**src/rtl/mips_ctrl_pkg.sv**
```systemverilog
// rtl/mips_ctrl_pkg.sv - control encodings and fetch FSM states shared by fetch and decode
package mips_ctrl_pkg;

    localparam logic [1:0] JMP_J   = 2'b00;
    localparam logic [1:0] JMP_SEQ = 2'b01;
    localparam logic [1:0] JMP_JR  = 2'b10;

    localparam logic [1:0] BT_BEQ  = 2'b00;
    localparam logic [1:0] BT_BNE  = 2'b11;

    localparam logic [1:0] ST_IDLE = 2'b00;
    localparam logic [1:0] ST_REQ  = 2'b01;
    localparam logic [1:0] ST_HOLD = 2'b10;

    // Branch immediate becomes a signed byte offset
    function automatic logic [31:0] branch_offset(input logic [15:0] imm);
        return {{14{imm[15]}}, imm, 2'b00};
    endfunction

endpackage

```
**src/rtl/next_pc_sel.sv**
```systemverilog
// rtl/next_pc_sel.sv - combinational next-PC selection for sequential, branch, j/jal and jr
module next_pc_sel
    import mips_ctrl_pkg::*;
(
    input  logic [31:0] pc_plus4,
    input  logic [25:0] instr_low,
    input  logic        branch,
    input  logic [1:0]  branch_type,
    input  logic [1:0]  jump,
    input  logic        zero,
    input  logic [31:0] rs_data,
    output logic [31:0] next_pc,
    output logic        misalign
);

    logic taken;

    // Types 01/10 never take, so only the two explicit encodings are matched
    assign taken = branch &&
                   (((branch_type == BT_BEQ) && zero) ||
                    ((branch_type == BT_BNE) && !zero));

    always_comb begin
        next_pc  = pc_plus4;
        misalign = 1'b0;
        if (jump == JMP_J) begin
            next_pc = {pc_plus4[31:28], instr_low, 2'b00};
        end else if (jump == JMP_JR) begin
            next_pc  = {rs_data[31:2], 2'b00};
            misalign = (rs_data[1:0] != 2'b00);
        end else if (taken) begin
            next_pc = pc_plus4 + branch_offset(instr_low[15:0]);
        end
    end

endmodule

```
**src/rtl/fetch_unit.sv**
```systemverilog
// rtl/fetch_unit.sv - PC register, instruction-memory handshake FSM and retired counter
module fetch_unit
    import mips_ctrl_pkg::*;
#(
    parameter logic [31:0] RESET_PC = 32'h0000_0000,
    parameter int          CNT_W    = 32
) (
    input  logic             clk_i,
    input  logic             rst_i,
    output logic             imem_req_o,
    output logic [31:0]      imem_addr_o,
    input  logic             imem_ready_i,
    input  logic [31:0]      imem_data_i,
    output logic [31:0]      instr_o,
    output logic             instr_valid_o,
    input  logic             instr_ready_i,
    input  logic             Branch_i,
    input  logic [1:0]       BranchType_i,
    input  logic [1:0]       Jump_i,
    input  logic             zero_i,
    input  logic [31:0]      rs_data_i,
    output logic [31:0]      pc_o,
    output logic [31:0]      pc_plus4_o,
    output logic             misalign_o,
    output logic [CNT_W-1:0] retired_cnt_o
);

    localparam logic [CNT_W-1:0] CNT_ONE = {{(CNT_W-1){1'b0}}, 1'b1};

    logic [1:0]       state_q;
    logic [31:0]      pc_q;
    logic [31:0]      instr_q;
    logic             misalign_q;
    logic [CNT_W-1:0] cnt_q;
    logic [31:0]      pc_plus4;
    logic [31:0]      next_pc;
    logic             next_misalign;
    logic             accept;

    assign pc_plus4 = pc_q + 32'd4;
    assign accept   = (state_q == ST_HOLD) && instr_ready_i;

    next_pc_sel u_next_pc_sel (
        .pc_plus4    (pc_plus4),
        .instr_low   (instr_q[25:0]),
        .branch      (Branch_i),
        .branch_type (BranchType_i),
        .jump        (Jump_i),
        .zero        (zero_i),
        .rs_data     (rs_data_i),
        .next_pc     (next_pc),
        .misalign    (next_misalign)
    );

    always_ff @(posedge clk_i or negedge rst_i) begin
        if (!rst_i) begin
            state_q    <= ST_IDLE;
            pc_q       <= RESET_PC;
            instr_q    <= 32'h0;
            misalign_q <= 1'b0;
            cnt_q      <= '0;
        end else begin
            // misalign is a single-cycle pulse following the accepting edge
            misalign_q <= 1'b0;
            case (state_q)
                ST_IDLE: state_q <= ST_REQ;
                ST_REQ: begin
                    if (imem_ready_i) begin
                        instr_q <= imem_data_i;
                        state_q <= ST_HOLD;
                    end
                end
                ST_HOLD: begin
                    if (accept) begin
                        pc_q       <= next_pc;
                        misalign_q <= next_misalign;
                        cnt_q      <= cnt_q + CNT_ONE;
                        state_q    <= ST_REQ;
                    end
                end
                default: state_q <= ST_IDLE;
            endcase
        end
    end

    assign imem_req_o    = (state_q == ST_REQ);
    assign imem_addr_o   = pc_q;
    assign instr_o       = instr_q;
    assign instr_valid_o = (state_q == ST_HOLD);
    assign pc_o          = pc_q;
    assign pc_plus4_o    = pc_plus4;
    assign misalign_o    = misalign_q;
    assign retired_cnt_o = cnt_q;

endmodule

```
**config.mk**
```make
export PLATFORM = sky130hd
export DESIGN_NAME = fetch_unit
export DESIGN_NICKNAME = d
export VERILOG_FILES = /design/src/rtl/mips_ctrl_pkg.sv /design/src/rtl/next_pc_sel.sv /design/src/rtl/fetch_unit.sv
export SDC_FILE = /design/constraint.sdc
export NUM_CORES = 1
export LEC_CHECK = 0
export ABC_AREA = 1
export BUFFER_PORTS_ARGS = -buffer_cell sky130_fd_sc_hd__buf_2
export CAP_MARGIN = 40
export CORE_MARGIN = 5
export CORE_UTILIZATION = 48
export CTS_CLUSTER_SIZE = 14
export DETAILED_ROUTE_END_ITERATION = 12
export PLACE_DENSITY = 0.76
export SYNTH_ARGS = -nofsm -noshare
export SYNTH_HDL_FRONTEND = slang
export SYNTH_SLANG_ARGS = --single-unit
```
**constraint.sdc**
```tcl
create_clock -name clk_i -period 3 [get_ports clk_i]
set_input_delay 0.3 -clock clk_i [delete_from_list [all_inputs] [get_ports clk_i]]
set_output_delay 0.3 -clock clk_i [all_outputs]
set_load 0.05 [all_outputs]
```
; ---- Word level (Yosys, flattened, before mapping)
; Index checks and enable logic that the tools add are counted.
[totals]
regBits = 99
romBits = 0
mem_bits_rw = 0
output_inout_bits = 163
inputBits = 74
latch_bits = 0
n_memories = 0
word_cells = 37
[classes]
order_cmp = 0
add_sub_neg = 3
bitwise_logic = 0
eq_ne = 6
mux = 10
reduce_logical = 13
mul = 0
shift = 0
div = 0
[ops]
columns = operator, count
row1 = 32-bit two-way mux, 3
row2 = 32-bit by 1-bit adder with 32-bit output (second input constant), 1
row3 = 32-bit by 3-bit adder with 32-bit output (second input constant), 1
row4 = 32-bit adder, 1
row5 = 2-bit == test (second input constant), 3
row6 = 2-bit zero test, 3
row7 = 2-bit case mux with 3 select lines, 1
row8 = 2-bit AND reduction, 3
row9 = 1-bit logical AND, 4
row10 = 1-bit two-way mux, 4
row11 = 2-bit two-way mux, 2
row12 = 2-bit by 1-bit != test with 1-bit output (second input constant), 2
row13 = 2-bit by 1-bit == test with 1-bit output (second input constant), 1
row14 = 2-bit nonzero test, 1
row15 = 1-bit zero test, 1
row16 = 1-bit logical OR, 1

; ---- Logic depth before layout (Yosys ltp)
[depth]
ltp_word = 7
mapped_depth = 24
mapped_depth_nobuf = 24

; ---- By module
; From an unflattened synthesis, not the netlist that was laid out.
[unflattened]
hier_cells = 1273
hier_area_um2 = 8319.2
[modules_own_cells]
columns = mod, area_each_um2, cells_per_inst, seq_area_each_um2, instances
row1 = fetch_unit, 5283.8, 628, 2477.4, 1
row2 = next_pc_sel, 3035.4, 645, 0.0, 1

; ---- Worst setup path before layout
; Ideal clock, no wire load.
[synth_path]
path_kind = flip-flop to flip-flop
start = register pc_q[2] (netlist: imem_addr_o[2])
end = register pc_q[25] (netlist: imem_addr_o[25])
setup_slack_ns = -0.831
stages_incl_launch_ff = 18
required_time_ns = 2.882
arrival_time_ns = 3.713
synth_period_minus_slack_ns = 3.831
n_path_buf = 0
setup_ns = 0.118
path_cell_list = dfrtp_1 -> inv_1 -> nor3_4 -> nand2_1 -> xor2_1 -> ha_1 -> nand2_1 -> inv_1 -> a21oi_1 -> nor2_1 -> o21bai_1 -> nand3_1 -> nand2_1 -> nand3_1 -> nand2_1 -> nand2_1 -> nand2_1 -> nand2_1
[synth_via]
elab_chain_len = 5
[synth_lines]
columns = element, line
row1 = from (decl), fetch_unit.sv:31  ; logic [31:0] pc_q;
row2 = from (signal assigned), fetch_unit.sv:75  ; pc_q <= next_pc;
row3 = 32-bit by 3-bit adder with 32-bit output, fetch_unit.sv:40  ; assign pc_plus4 = pc_q + 32'd4;
row4 = via pc_plus4_o[2], fetch_unit.sv:23  ; output logic [31:0] pc_plus4_o,
row5 = 32-bit adder, next_pc_sel.sv:32  ; next_pc = pc_plus4 + branch_offset(instr_low[15:0]);
row6 = 32-bit two-way mux, next_pc_sel.sv:31  ; end else if (taken) begin
row7 = 32-bit two-way mux, next_pc_sel.sv:28  ; end else if (jump == JMP_JR) begin
row8 = 32-bit two-way mux, next_pc_sel.sv:26  ; if (jump == JMP_J) begin
; The timed path passes the listed nets, and every way through them passes these cells.
; A chain may end at the register's enable or synchronous reset.

; ---- Worst setup path in the final report
[layout_path]
start = register pc_q[10] (netlist: imem_addr_o[10])
end = register pc_q[22] (netlist: imem_addr_o[22])
[layout_via]
elab_chain_len = 5
[layout_lines]
columns = element, line
row1 = 32-bit by 3-bit adder with 32-bit output (*), fetch_unit.sv:40
row2 = 32-bit adder, next_pc_sel.sv:32
row3 = 32-bit two-way mux (*), next_pc_sel.sv:31
row4 = 32-bit two-way mux (*), next_pc_sel.sv:28
row5 = 32-bit two-way mux (*), next_pc_sel.sv:26
; Every way passes the cells marked *; elsewhere a longest branch is shown, timed or not.

==> flow_summary.ini <==
[synth]
ys_warn_count = 0
synthAdderAreaFrac_pct = 6.01
ys_seq_area_share_pct = 30.2
synth_cells = 1158
yosys_register_bits = 97
synth_edf_count = 0
synthArstFlopShare_pct = 100
synth_ff_type = dfrtp_1
synth_top_family_by_area = simple AND/OR/NAND/NOR gates
synth-xor-area-share_pct = 6.19
syn-cell-area_um2 = 8040
synth_mux_area_share_pct = 3.64
avgSynthCellArea_um2 = 6.94
synth_compound_area_share_pct = 11.3
ys_types = 54
synthSimpleGateAreaFrac_pct = 30.6

[cts]
cts-root-buf = clkbuf_16
clockBufferDepth = 2
clkSinkCount = 97
htreeDepth = 3
clk_latency_ps = 360
cts_tree = yes
clk_pin_slew_ps = 80
cts_made_buffers = 9
hold_buffers = 0

[floorplanning]
die_area_um2 = 19400
rows = 47
ios = 237
initial_core_util_pct = 48.7
die_width_um = 139
coreArea_um2 = 16500
fp.dieH_um = 139

[route]
wl_per_cell_um = 17.6
drtPass1Iterations = 5
vias = 9050
ant_nets = 0
drtIter0Drc = 685
viasPerCell = 5.36
routed_wirelength_mm = 29.8
drc = 0

[run]
cap_violations = 0

[sta]
period_minus_slack_ps = 3060
fmax_mhz = 326
clock_skew_ps = 7.59
drv_slew = 0
rsz0062_at_grt = true
finalSetupViolCount = 2
whs_ps = -6.86
setup_slack_ps = -63.4
max-slew-margin-rel_pct = 49.0
worst-slew-pin-transition_ps = 765
post-route-period-util_pct = 102
hold_violations = 2

[status]
violations = negative hold slack, negative setup slack
status = finished with violations

[final_layout]
finalCoreUtilization_pct = 68.9
fill_cells = 1329
seqCellArea_um2 = 2440
n_antenna_cell = 0
most-common-layout-cells = 292 x nand2_1, 229 x buf_2, 142 x inv_1, 113 x buf_4, 87 x dfrtp_1
mostFrequentLayoutCell = nand2_1
multiInputGateArea_um2 = 5620
nets = 1576
drive_above_1_share_pct = 41.2
area_growth_pct = 41.5

[critical_path]
start_kind = flip-flop
cp_data_arrival_time_ps = 3300
critPathKind = flip-flop to flip-flop
cp_max_fo = 3
cp.required_ps = 3240
critPathCaptureType = flip-flop

[min_path]
hold_class = input pin to asynchronous set/reset pin

[global_route]
grt_usage_pct = 29.1
antenna_found_initial = 0
grt-ovfl-total = 0
grt_pass1_vias = 8690
grt_max_degree = 59
grt_pass1_wl_mm = 45.5

[placed_design]
dp_hpwl_mm = 23.0
numPortBuffers = 230
routabilityCongestion = 0.978
[cells by family after synthesis]
| logic type | after synthesis |
|---|---|
| compound gates | 149 |
| xor+xnor | 56 |
| fa+ha+maj | 38 |
| buf+inv | 221 |
| flops | 97 |
| mux | 26 |
| other cells | 1 |
| simple gates | 570 |
[metrics by stage]
step / instances / setup slack (ps) / setup TNS, ps / cell area, um2
after floorplan: 1163 / -268 / -2930 / 8380
after global placement: 1650 / -88.9 / -498 / 10200
after detailed placement: 1651 / -153 / -843 / 10200
after CTS: 1670 / 3.70 / 0 / 10700
after global routing: 1689 / -210 / -2460 / 11400
final: 1689 / -63.4 / -69.7 / 11400
[flip-flops by register name (all words and copies together) (netlist names)]
name and count:
state_q 2, misalign_o 1, instr_o 32, retired_cnt_o 32
imem_addr_o 30
[area by class of cell]
cell class                      count  area share, %
Sequential cell                    97           21.4
Multi-Input combinational cell    845           49.4
Inverter                          162           5.53
Clock inverter                      7          0.748
Clock buffer                        9           1.98
Tap cell                          220           2.42
Timing Repair Buffer              349           18.5
[repair_timing]
| action | in CTS | in global routing |
|---|---|---|
| gates resized for setup | 23 | 145 |
| endpoints found under the setup margin | 17 | 21 |
| setup buffers | 3 | 19 |
| pin swaps | 9 | 77 |
[cell usage after synthesis, drive strengths merged (13+ instances only)]
master / count / area, um2
xor2: 43 / 377
a21oi: 63 / 315
buf: 38 / 279
nor3: 18 / 129
o21ai: 29 / 145
nand2: 336 / 1270
xnor2: 13 / 121
clkbuf: 21 / 78.8
mux2: 26 / 293
inv: 161 / 604
ha: 37 / 463
nor2: 114 / 470
nand4: 17 / 106
nand3: 71 / 383
dfrtp: 97 / 2430
[worst max-delay path: stages (launching register included)]
cell and delay (ps):
dfrtp_1 460, nand2_2 110, nor2_4 130, buf_6 110
buf_4 90, nand2_2 70, nor2_4 200, xor2_4 210
inv_4 70, ha_4 260, nand2_4 80, inv_2 40
nand2_1 80, nand2_1 70, nand3b_1 280, nand2_1 150
inv_1 50, o21bai_1 170, nand3_2 140, nand2_2 120
a21boi_2 50
[worst paths after layout]
path	start	to	slack [ps]	depth (start not counted)
max	imem_addr_o[10]$_DFFE_PN0P_	imem_addr_o[22]$_DFFE_PN0P_	-60	20
min	rst_i	instr_o[1]$_DFFE_PN0P_	-7	1
max reg2reg	imem_addr_o[10]$_DFFE_PN0P_	imem_addr_o[22]$_DFFE_PN0P_	-60	20
min reg2reg	retired_cnt_o[31]$_DFFE_PN0P_	retired_cnt_o[31]$_DFFE_PN0P_	480	1
max in group asynchronous	rst_i	imem_addr_o[11]$_DFFE_PN0P_	2220	2
min in group clk_i	imem_ready_i	state_q[0]$_DFFE_PN0P_	130	2
[per-layer routing]
metal / wire length [um] / track usage (%)
met1: 11800 / 38.7
met2: 14000 / 47.6
met3: 2780 / 4.91
met4: 1200 / 11.0
met5: 0 / 0
Power is not shown: default switching activity piles up to over one toggle a cycle in this logic, so the estimate is an artifact.
